--- src/rtl/pc_gen_unit_if.sv ---
// Purpose: groups the controller-facing signals of the program-counter unit.
//   master modport: the controller/ALU side. It drives the commit strobe, the
//                   stall, the next-PC operation and its operands. It observes
//                   the PC, the next PC, the fetch enable, the redirect pulse,
//                   the trap state and the retired-instruction count.
//   slave modport:  the pc_gen_unit itself.
// Signals:
//   upd_i, stall_i, npc_op_i, br_taken_i, imm12_i, imm5_i, alu_out_i  (to unit)
//   pc_o, npc_o, fetch_en_o, redirect_o, epc_o, cause_o, instret_o    (from unit)
interface pc_gen_unit_if #(
  parameter int XLEN = 32
);
  logic            upd_i;
  logic            stall_i;
  logic [1:0]      npc_op_i;
  logic            br_taken_i;
  logic [11:0]     imm12_i;
  logic [4:0]      imm5_i;
  logic [XLEN-1:0] alu_out_i;
  logic [XLEN-1:0] pc_o;
  logic [XLEN-1:0] npc_o;
  logic            fetch_en_o;
  logic            redirect_o;
  logic [XLEN-1:0] epc_o;
  logic [1:0]      cause_o;
  logic [XLEN-1:0] instret_o;

  modport master (
    output upd_i, stall_i, npc_op_i, br_taken_i, imm12_i, imm5_i, alu_out_i,
    input  pc_o, npc_o, fetch_en_o, redirect_o, epc_o, cause_o, instret_o
  );

  modport slave (
    input  upd_i, stall_i, npc_op_i, br_taken_i, imm12_i, imm5_i, alu_out_i,
    output pc_o, npc_o, fetch_en_o, redirect_o, epc_o, cause_o, instret_o
  );
endinterface

--- src/rtl/pc_gen_unit.sv ---
// Purpose: program-counter unit. It owns the PC register and computes the next
//   PC: sequential step, conditional branch, register jump or trap vector. It
//   commits the next PC on an unstalled update. It handles trap entry, including
//   misaligned targets, by capturing the EPC and the cause. It also counts
//   retired instructions.
// Ports:
//   clk  - rising-edge clock
//   rst  - asynchronous active-high reset
//   bus  - pc_gen_unit_if.slave:
//          inputs:  upd_i, stall_i, npc_op_i, br_taken_i, imm12_i, imm5_i,
//                   alu_out_i
//          outputs: pc_o, npc_o, fetch_en_o, redirect_o, epc_o, cause_o,
//                   instret_o
module pc_gen_unit #(
  parameter int              XLEN      = 32,
  parameter int              PC_STEP   = 1,
  parameter int              OFF_SHIFT = 0,
  parameter logic [XLEN-1:0] RESET_PC  = '0,
  parameter logic [XLEN-1:0] TRAP_PC   = 'h100
) (
  input logic          clk,
  input logic          rst,
  pc_gen_unit_if.slave bus
);
  typedef enum logic [1:0] {BOOT, RUN, TRAP_WAIT} state_t;

  localparam logic [1:0] OP_STEP   = 2'b00;
  localparam logic [1:0] OP_BRANCH = 2'b01;
  localparam logic [1:0] OP_JUMP   = 2'b10;
  localparam logic [1:0] OP_TRAP   = 2'b11;

  state_t          state_reg, state_next;
  logic [XLEN-1:0] pc_reg, epc_reg, instret_reg;
  logic [1:0]      cause_reg;
  logic            redirect_reg;

  logic [11:0]     imm_full;
  logic [XLEN-1:0] offset, seq_pc, br_pc, npc;
  logic            adv, nonseq, misaligned, trap_entry, fetch_en;
  logic            unused_imm_bits;

  // Bits 4:0 of imm12_i carry no offset information; imm5_i supplies them.
  assign unused_imm_bits = ^bus.imm12_i[4:0];

  assign imm_full = {bus.imm12_i[11:5], bus.imm5_i};
  assign offset   = {{(XLEN-12){imm_full[11]}}, imm_full} << OFF_SHIFT;
  assign seq_pc   = pc_reg + XLEN'(PC_STEP);
  assign br_pc    = pc_reg + offset;

  always_comb begin
    npc = seq_pc;
    unique case (bus.npc_op_i)
      OP_STEP:   npc = seq_pc;
      OP_BRANCH: npc = bus.br_taken_i ? br_pc : seq_pc;
      OP_JUMP:   npc = bus.alu_out_i;
      OP_TRAP:   npc = TRAP_PC;
      default:   npc = seq_pc;
    endcase
  end

  assign nonseq = ((bus.npc_op_i == OP_BRANCH) && bus.br_taken_i) ||
                  (bus.npc_op_i == OP_JUMP);
  // Only byte-addressed memories can see a misaligned target.
  assign misaligned = (PC_STEP == 4) && nonseq && (npc[1:0] != 2'b00);

  // A stall blocks every commit, trap ops included, until it drops.
  assign adv        = (state_reg == RUN) && bus.upd_i && !bus.stall_i;
  assign trap_entry = adv && ((bus.npc_op_i == OP_TRAP) || misaligned);

  always_ff @(posedge clk or posedge rst) begin
    if (rst) state_reg <= BOOT;
    else     state_reg <= state_next;
  end

  always_comb begin
    state_next = state_reg;
    fetch_en   = 1'b0;
    unique case (state_reg)
      BOOT:      state_next = RUN;
      RUN: begin
        fetch_en = 1'b1;
        if (trap_entry) state_next = TRAP_WAIT;
      end
      TRAP_WAIT: state_next = RUN;
      default:   state_next = BOOT;
    endcase
  end

  always_ff @(posedge clk or posedge rst) begin
    if (rst) begin
      pc_reg       <= RESET_PC;
      epc_reg      <= '0;
      cause_reg    <= 2'b00;
      instret_reg  <= '0;
      redirect_reg <= 1'b0;
    end else begin
      // Without a commit the pulse ends here.
      redirect_reg <= 1'b0;
      if (trap_entry) begin
        pc_reg       <= TRAP_PC;
        epc_reg      <= pc_reg;
        cause_reg    <= misaligned ? 2'b10 : 2'b01;
        redirect_reg <= 1'b1;
      end else if (adv) begin
        pc_reg       <= npc;
        instret_reg  <= instret_reg + 1'b1;
        redirect_reg <= nonseq;
      end
    end
  end

  assign bus.pc_o       = pc_reg;
  assign bus.npc_o      = npc;
  assign bus.fetch_en_o = fetch_en;
  assign bus.redirect_o = redirect_reg;
  assign bus.epc_o      = epc_reg;
  assign bus.cause_o    = cause_reg;
  assign bus.instret_o  = instret_reg;
endmodule
--- src/flat_wrapper.sv ---
// flat-port wrapper written by rule: the top's interface ports become plain ports
module pc_gen_unit_flat 
#(
  parameter int              XLEN      = 32,
  parameter int              PC_STEP   = 1,
  parameter int              OFF_SHIFT = 0,
  parameter logic [XLEN-1:0] RESET_PC  = '0,
  parameter logic [XLEN-1:0] TRAP_PC   = 'h100
)
  (clk, rst, bus_upd_i, bus_stall_i, bus_npc_op_i, bus_br_taken_i, bus_imm12_i, bus_imm5_i, bus_alu_out_i, bus_pc_o, bus_npc_o, bus_fetch_en_o, bus_redirect_o, bus_epc_o, bus_cause_o, bus_instret_o);
  pc_gen_unit_if #(.XLEN(XLEN)) bus_i ();
  input logic clk;
  input logic rst;
  input wire logic [$bits(bus_i.upd_i)-1:0] bus_upd_i;
  input wire logic [$bits(bus_i.stall_i)-1:0] bus_stall_i;
  input wire logic [$bits(bus_i.npc_op_i)-1:0] bus_npc_op_i;
  input wire logic [$bits(bus_i.br_taken_i)-1:0] bus_br_taken_i;
  input wire logic [$bits(bus_i.imm12_i)-1:0] bus_imm12_i;
  input wire logic [$bits(bus_i.imm5_i)-1:0] bus_imm5_i;
  input wire logic [$bits(bus_i.alu_out_i)-1:0] bus_alu_out_i;
  output wire logic [$bits(bus_i.pc_o)-1:0] bus_pc_o;
  output wire logic [$bits(bus_i.npc_o)-1:0] bus_npc_o;
  output wire logic [$bits(bus_i.fetch_en_o)-1:0] bus_fetch_en_o;
  output wire logic [$bits(bus_i.redirect_o)-1:0] bus_redirect_o;
  output wire logic [$bits(bus_i.epc_o)-1:0] bus_epc_o;
  output wire logic [$bits(bus_i.cause_o)-1:0] bus_cause_o;
  output wire logic [$bits(bus_i.instret_o)-1:0] bus_instret_o;
  assign bus_i.upd_i = bus_upd_i;
  assign bus_i.stall_i = bus_stall_i;
  assign bus_i.npc_op_i = bus_npc_op_i;
  assign bus_i.br_taken_i = bus_br_taken_i;
  assign bus_i.imm12_i = bus_imm12_i;
  assign bus_i.imm5_i = bus_imm5_i;
  assign bus_i.alu_out_i = bus_alu_out_i;
  assign bus_pc_o = bus_i.pc_o;
  assign bus_npc_o = bus_i.npc_o;
  assign bus_fetch_en_o = bus_i.fetch_en_o;
  assign bus_redirect_o = bus_i.redirect_o;
  assign bus_epc_o = bus_i.epc_o;
  assign bus_cause_o = bus_i.cause_o;
  assign bus_instret_o = bus_i.instret_o;
  pc_gen_unit #(.XLEN(XLEN), .PC_STEP(PC_STEP), .OFF_SHIFT(OFF_SHIFT), .RESET_PC(RESET_PC), .TRAP_PC(TRAP_PC)) u_core (.clk(clk), .rst(rst), .bus(bus_i));
endmodule
--- config.mk ---
export PLATFORM = sky130hd
export DESIGN_NAME = pc_gen_unit_flat
export DESIGN_NICKNAME = d
export VERILOG_FILES = /design/src/rtl/pc_gen_unit_if.sv /design/src/rtl/pc_gen_unit.sv /design/src/flat_wrapper.sv
export SDC_FILE = /design/constraint.sdc
export NUM_CORES = 1
export LEC_CHECK = 0
export CORE_MARGIN = 5
export CORE_UTILIZATION = 54
export CTS_CLUSTER_DIAMETER = 150
export CTS_CLUSTER_SIZE = 10
export DETAILED_ROUTE_END_ITERATION = 10
export PLACE_DENSITY_LB_ADDON = 0.05
export RECOVER_POWER = 100
export SYNTH_ARGS = -nofsm -noshare
export SYNTH_HDL_FRONTEND = slang
export SYNTH_SLANG_ARGS = --single-unit
--- constraint.sdc ---
create_clock -name clk -period 13.66 [get_ports clk]
set_input_delay 4.098 -clock clk [delete_from_list [all_inputs] [get_ports clk]]
set_output_delay 4.098 -clock clk [all_outputs]
set_load 0.05 [all_outputs]
## Word-level counts from Yosys, hierarchy flattened

Cells that the tools add are included.

| cells by class | value |
|---|---|
| divide/modulo/power cells | 0 |
| equality and inequality tests | 6 |
| mux-type cells | 9 |
| order comparisons | 0 |
| add/subtract/negate cells | 3 |
| reductions and logical operators | 11 |
| bitwise operators | 1 |
| multiply operators | 0 |
| shift operators | 0 |

Operators by type and width:

| operator | number |
|---|---|
| 32-bit case mux with 4 select lines | 1 |
| 32-bit two-way mux | 3 |
| 32-bit by 1-bit adder with 32-bit output, second input constant | 2 |
| 32-bit adder | 1 |
| 2-bit == test, second input constant | 3 |
| 2-bit by 1-bit == test with 1-bit output, second input constant | 2 |
| 1-bit logical AND | 4 |
| 2-bit zero test | 2 |
| 2-bit case mux with 2 select lines | 1 |
| 1-bit two-way mux | 3 |
| 2-bit two-way mux | 1 |
| 2-bit by 1-bit inequality test with 1-bit output, second input constant | 1 |
| 2-bit AND reduction | 1 |
| 2-bit nonzero test | 1 |
| 2-bit OR reduction | 1 |
| 1-bit zero test | 1 |
| 1-bit logical OR | 1 |
| 1-bit inverter | 1 |

| word-level totals | value |
|---|---|
| bits in latches | 0 |
| bits of input ports | 56 |
| memories | 0 |
| bits in writable memories | 0 |
| ROM bits | 0 |
| word-level logic and storage cells | 36 |
| register bits after elaboration | 100 |

## Logic depth before layout (Yosys ltp)

Gate-level depths: netlist (run 1).

| logic depth | value |
|---|---|
| word-level depth | 6 |
| gate-level depth with buffers | 12 |

## Least setup slack after synthesis (run 1)

Ideal clock, no wire load.

| timing | value |
|---|---|
| path type | input to output |
| from | input bus_imm5_i[0] |
| to | output bus_npc_o[8] |
| arrival time | 7383 ps |
| stages | 10 |
| slack | 2179 ps |
| path buffers | 0 |
| required time | 9562 ps |
| cells stage by stage | ha_1 > inv_1 > fa_1 > nor2b_1 > o2111ai_1 > a21oi_1 > nor2_1 > xnor2_1 > nor2_1 > o311ai_0 |

| on the way | value |
|---|---|
| word-level cells in the longest chain between the ends | 3 |

RTL lines:

| item | RTL line | text |
|---|---|---|
| start, declared | flat_wrapper.sv:19 | `input wire logic [$bits(bus_i.imm5_i)-1:0] bus_imm5_i;` |
| 32-bit adder | pc_gen_unit.sv:48 | `assign br_pc = pc_reg + offset;` |
| 32-bit two-way mux | pc_gen_unit.sv:54 | `OP_BRANCH: npc = bus.br_taken_i ? br_pc : seq_pc;` |
| 32-bit case mux with 4 select lines | pc_gen_unit.sv:52 | `unique case (bus.npc_op_i)` |
| end, declared | flat_wrapper.sv:22 | `output wire logic [$bits(bus_i.npc_o)-1:0] bus_npc_o;` |

No other way between the ends.

## Final worst setup path (run 1)

| timing | value |
|---|---|
| from | input bus_br_taken_i |
| to | output bus_npc_o[28] |

| on the way | value |
|---|---|
| word-level cells in the longest chain between the ends | 2 |

RTL lines:

| item | RTL line | text |
|---|---|---|
| start, declared | flat_wrapper.sv:17 | `input wire logic [$bits(bus_i.br_taken_i)-1:0] bus_br_taken_i;` |
| 32-bit two-way mux | pc_gen_unit.sv:54 |  |
| 32-bit case mux with 4 select lines | pc_gen_unit.sv:52 |  |

No other way between the ends.

==> results of run 1 <==
metrics by stage:
| step | std cells | cell area, sq um |
|---|---|---|
| 2_1_floorplan | 815 | 7270 |
| 3_3_place_gp | 1144 | 9210 |
| 3_5_place_dp | 1144 | 9210 |
| 4_1_cts | 1160 | 9530 |
| 5_1_grt | 1160 | 9500 |
| 6_report | 1160 | 9500 |
routing by layer:
metal / vias to the layer above / track usage (%)
met5: - / 0
met3: 67 / 5.76
met1: 3433 / 38.5
met4: 0 / 12.3
met2: 375 / 46.2
li1: 3308 / -
layout make-up:
| cell class | count | area (sq um) | area share, % |
|---|---|---|---|
| timing repair buffer | 191 | 1870 | 19.6 |
| clock inverter | 7 | 92.6 | 0.975 |
| multi-input combinational | 655 | 4510 | 47.5 |
| tap | 176 | 220 | 2.32 |
| sequential | 100 | 2500 | 26.3 |
| inverter | 22 | 83.8 | 0.882 |
| clock buffer | 9 | 225 | 2.37 |
cells by family (layout without fill, tap and decap cells):
logic type | after synthesis | count (layout)
xor+xnor | 82 | 82
other cells | 1 | 1
flops | 100 | 100
buf+inv | 60 | 229
compound gates | 218 | 218
mux | 45 | 45
simple gates | 275 | 275
fa+ha+maj | 34 | 34
where the power goes:
part	internal [mW]	total (mW)	switching, mW
Combinational	0.267	0.780	0.514
Sequential	0.353	0.424	0.0708
Clock	0.147	0.277	0.130
cell usage in the layout (no fill, tap or decap), types with 11 or more instances in the layout:
cell,count
a21o_1,13
a21oi_1,60
a22o_1,15
a31oi_1,11
and3_1,20
clkdlybuf4s50_1,45
dfrtp_1,100
dlygate4sd3_1,135
ha_1,33
inv_1,20
mux2_2,34
mux2i_1,11
nand2_1,71
nand3_1,31
nor2_1,70
nor3_1,16
o21ai_0,36
o22ai_1,14
xnor2_1,52
xor2_1,30
cells in the mapped netlist (all sizes together), types with 11 or more instances:
cell / n
a21o: 13
clkbuf: 20
a21oi: 63
mux2: 34
o21ai: 41
o22ai: 14
and3: 20
nand4: 11
inv: 21
buf: 18
mux2i: 11
nor2: 72
dfrtp: 100
a31oi: 11
ha: 33
xor2: 30
a22o: 15
xnor2: 52
nor3: 18
nand3: 33
nand2: 72
worst max-delay path by stage:
stage                         end  slack, ns  cells after the start             from
detailed placement  bus_npc_o[27]       1.55                     12  bus_imm12_i[11]
CTS                 bus_npc_o[27]       1.50                     12  bus_imm12_i[11]
global route        bus_npc_o[28]       0.97                      8   bus_br_taken_i
floorplan            bus_npc_o[8]       2.18                     10    bus_imm5_i[0]
global placement    bus_npc_o[27]       1.53                     12  bus_imm12_i[11]
finish              bus_npc_o[28]       1.11                      8   bus_br_taken_i
==> results.yml, run 1 <==
outcome:
  status: "finished with violations"
  violations: "capacitance limit, slew limit"
clock_tree:
  clk_root_buffer_cell: "clkbuf_16"
  postCtsSetupBuffers: 0
  cts.path.max_buffers: 2
  cts_max_level: 3
  post_cts_resized: 0
  postCtsHoldBufs: 0
  cts_buffers: 9
  clock-sinks: 100
  clk_pin_slew_ns: 0.08
  cts_tree: "built"
  clk_latency_ns: 0.36
final_layout:
  area_delta_synth_final_pct: 30.7
  drive_above_1_share_pct: 8.23
  nFillCells: 996
  fin_nets: 1069
  utilization_pct: 71.7
  antenna_cells: 0
min_path:
  min_from: "u_core.bus.cause_o[0]"
  worstHoldPathCells: 1
  holdPathEnd: "u_core.bus.cause_o[0]"
  hp-class: "flop to flop"
critical_path:
  critPathLaunchType: "input port"
  slowest_delay_ns: 0.89
  rrSetupSlack_ns: 9.74
  crit_fanout: 22
  crit_family: "buffers and inverters"
  critical_path_arrival_ns: 8.45
  cp.required_ns: 9.56
  cp-end-kind: "output port"
  timing.rr.end: "u_core.bus.epc_o[11]"
  worstPathCellList: "dlygate4sd3_1 -> clkbuf_1 -> nand2_1 -> nor2_1 -> and2_0 -> mux2i_1 -> nand2_1 -> dlygate4sd3_1"
  worst-path-buf-inv: 3
  ff2ff_path_depth: 4
  crit_slowest_cell: "clkbuf_1"
  r2r-start: "u_core.state_reg[1]"
  criticalPathCategory: "input port to output port"
sta:
  hold_viol_final: 0
  timing.final.crit_share_pct: 91.9
  fin_setup_tns_ns: 0
  hold_ws_ns: 0.469
  final.min_clock_period_ns: 12.55
  relSlewSlack_pct: -117
  setup_viol: 0
  rsz0062_at_grt: "false"
  final-max-slew-violation-count: 196
  fmax_mhz: 79.7
  postLayoutSetupSlackWorst_ns: 1.11
  skew_ns: 0.0111
  worst_pin_slew_ns: 3.24
logic_synthesis:
  syn_area_per_cell_sq_um: 8.92
  synth_area_leaders: "dfrtp_1 (34%), xnor2_1 (6.3%), ha_1 (5.7%)"
  synth_nets: 905
  synth-edff-count: 0
  yosys.area_share.adder_pct: 5.95
  yosys.area.top_type: "dfrtp_1"
  synthArstFlopShare_pct: 100
  synth_top_family_by_area: "compound AO/OA/AOI/OAI gates"
  synth_xor_area_share_pct: 9.88
  seq_area_frac_synth_pct: 34.4
  yosys.area_share.simple_pct: 19.6
  yosysUniqueCellTypes: 77
  synth-seq-cells: 100
  synth.cell_area_sq_mm: 0.00727
  synth.area.mux_share_pct: 6.78
  synth_compound_area_share_pct: 19.9
  ys_warn_count: 0
  synthCells: 815
  ys.flop_type: "dfrtp_1"
  synth_top_area_share_pct: 34.4
detailed_routing:
  firstDrtPassIters: 5
  vias: 7183
  m1WireLength_mm: 9.73
  finalWirelength_mm: 23.0
  wl_met2_mm: 10.6
  detail_route.wl_per_cell_um: 19.9
  ant_nets: 0
  drc_errors: 0
  met3_length_mm: 1.92
  drt_iter0_markers: 624
  top_layer_used: "met4"
  vias_per_cell: 6.19
power_and_ir_drop:
  design_power_total_mw: 1.48
  powerDensity_mw_per_mm2: 156
  power.leakage_nw: 4.32
  peakVddDrop_uv: 97.9
floorplanning:
  die_w_um: 126
  die-area_sq_mm: 0.0159
  core-area_sq_mm: 0.0132
  fp-row-count: 42
  num_io_pins: 188
  die_h_um: 126
  start_util_pct: 54.9
grt:
  grt_max_degree: 58
  track_usage_pct: 28.9
  grt_overflow: 0
  antenna_found_initial: 0
  grt_pass1_vias: 7180
  grt_pass1_wl_mm: 37.4
placed_design:
  portBuffers: 181
  pre_cts_ws_ns: 1.55
  gp_congestion: 0.961
  place_hpwl_mm: 16.7
flow_run:
  cap_violations: 5
(Power assumes the default switching activity.)
==> run 2, diff against run 1 <==
Settings changed: REMOVE_ABC_BUFFERS set to 1.
==> run 2 against run 1 <==
Effect of this change:
- the run still ends with capacitance limit, slew limit left
- final area about the same
- count of clock-buffer cells in the layout stayed put
- clock skew shrank 0.0037 ns
- clock power fell by 2%
- via count grew 0.11%
- combinational power barely moved
- sequential power is essentially flat
- non-clock buffer count grew 1
- first-iteration DRC count increased by 17%
- die area is the same
- cell count about the same
- power is 0.18% lower
- critical endpoint is now bus_npc_o[9]
- largest power group unchanged
==> results.yml, run 2 (synthesis gave the netlist of run 1 again) <==
critical_path:
  criticalPathCategory: "input port to output port"
  crit_fanout: 31
  critPathLaunchType: "input port"
  critical_path_arrival_ns: 8.65
  cp.required_ns: 9.56
  cp-end-kind: "output port"
grt:
  antenna_found_initial: 0
  grt_pass1_vias: 7199
  grt_overflow: 0
  grt_max_degree: 63
  grt_pass1_wl_mm: 37.9
  track_usage_pct: 29.4
detailed_routing:
  vias: 7191
  drc_errors: 0
  detail_route.wl_per_cell_um: 20.1
  ant_nets: 0
  firstDrtPassIters: 5
  drt_iter0_markers: 732
  vias_per_cell: 6.19
  finalWirelength_mm: 23.4
placed_design:
  place_hpwl_mm: 17.1
  dp.cells: 1145
  pre_cts_ws_ns: 1.43
  gp_congestion: 0.927
  portBuffers: 181
clock_tree:
  postCtsSetupBuffers: 0
  clk_pin_slew_ns: 0.08
  clk_latency_ns: 0.37
  cts_max_level: 3
  cts_buffers: 9
  cts.path.max_buffers: 2
  clock-sinks: 100
  cts_tree: "built"
  post_cts_resized: 0
  postCtsHoldBufs: 0
  clk_root_buffer_cell: "clkbuf_16"
flow_run:
  cap_violations: 5
power_and_ir_drop:
  design_power_total_mw: 1.48
  peakVddDrop_uv: 104
  power.leakage_nw: 4.33
  powerDensity_mw_per_mm2: 156
sta:
  hold_ws_ns: 0.469
  hold_viol_final: 0
  final-max-slew-violation-count: 198
  setup_viol: 0
  fin_setup_tns_ns: 0
  fmax_mhz: 78.5
  postLayoutSetupSlackWorst_ns: 0.916
  final.min_clock_period_ns: 12.74
  rsz0062_at_grt: "false"
  skew_ns: 0.00736
  worst_pin_slew_ns: 3.37
  timing.final.crit_share_pct: 93.3
  relSlewSlack_pct: -126
final_layout:
  mostFrequentLayoutCell: "dlygate4sd3_1"
  multi_input_area_sq_mm: 0.00450
  drive_above_1_share_pct: 8.12
  fin_nets: 1070
  fin_cells: 1161
  regArea_sq_mm: 0.00250
  final_cell_mix: "dlygate4sd3_1 (134), dfrtp_1 (100), nand2_1 (71), nor2_1 (70), a21oi_1 (60)"
  nFillCells: 994
  area_delta_synth_final_pct: 30.6
  antenna_cells: 0
floorplanning:
  die_w_um: 126
  die_h_um: 126
  fp-row-count: 42
  start_util_pct: 54.9
  num_io_pins: 188
  core-area_sq_mm: 0.0132
  die-area_sq_mm: 0.0159
outcome:
  violations: "capacitance limit, slew limit"
  status: "finished with violations"
min_path:
  hp-class: "flop to flop"
[run 2: cell types whose count changed in the layout (fill, tap and decap cells not counted), sizes merged]
cell | previous run | this run
clkinv | 2 | 4
clkinvlp | 3 | 1
buf | 7 | 8
bufinv | 1 | 0
clkdlybuf4s50 | 45 | 46
dlygate4sd3 | 135 | 134
inv | 23 | 24
[run 2: where the power goes]
group	leakage (nW)	switching, mW	internal, mW
Sequential	1.31	0.0716	0.353
Clock	0.153	0.139	0.133
Combinational	2.87	0.516	0.266
[run 2: cell type report]
| type | count | area share [%] |
|---|---|---|
| tap | 176 | 2.32 |
| multi-input combinational | 655 | 47.4 |
| clock inverter | 7 | 0.935 |
| clock buffer | 9 | 2.37 |
| sequential | 100 | 26.3 |
| timing repair buffer | 192 | 19.7 |
| inverter | 22 | 0.883 |
[run 2: worst max-delay path, cell delays in order]
cell and delay (ns):
dlygate4sd3_1 0.52, clkbuf_1 1.17, nand2_1 0.51, clkbuf_1 0.51, nor4b_1 0.40, mux2i_1 0.15
a31oi_1 0.18, o221a_2 0.22, dlygate4sd3_1 0.87
[run 2: final timing paths]
kind | startpoint | end | cells after the start | slack [ns]
max in group asynchronous | rst | u_core.bus.instret_o[11] | 3 | 5.27
worst min register to register | u_core.bus.cause_o[0] | u_core.bus.cause_o[0] | 1 | 0.47
worst max register to register | u_core.state_reg[1] | u_core.bus.epc_o[14] | 4 | 9.65
worst max-delay path | bus_npc_op_i[0] | bus_npc_o[9] | 9 | 0.92
min in group asynchronous | rst | u_core.bus.cause_o[0] | 2 | 4.62
worst min-delay path | u_core.bus.cause_o[0] | u_core.bus.cause_o[0] | 1 | 0.47
[run 2: stage by stage]
stage	area, sq um	util, %
final	9500	71.7
after detailed placement	9220	69.6
after floorplan	7100	-
after CTS	9530	72.0
after global routing	9500	71.7
after global placement	9220	69.6
[run 2: per-layer routing]
| layer | wire [um] | track usage, % | share of wire (%) | vias to the layer above |
|---|---|---|---|---|
| li1 | - | - | - | 3306 |
| met1 | 9780 | 38.5 | 42 | 3438 |
| met2 | 10900 | 48.1 | 47 | 381 |
| met3 | 1820 | 5.12 | 7.8 | 66 |
| met4 | 840 | 12.4 | 3.6 | 0 |
| met5 | 0 | 0 | 0 | - |
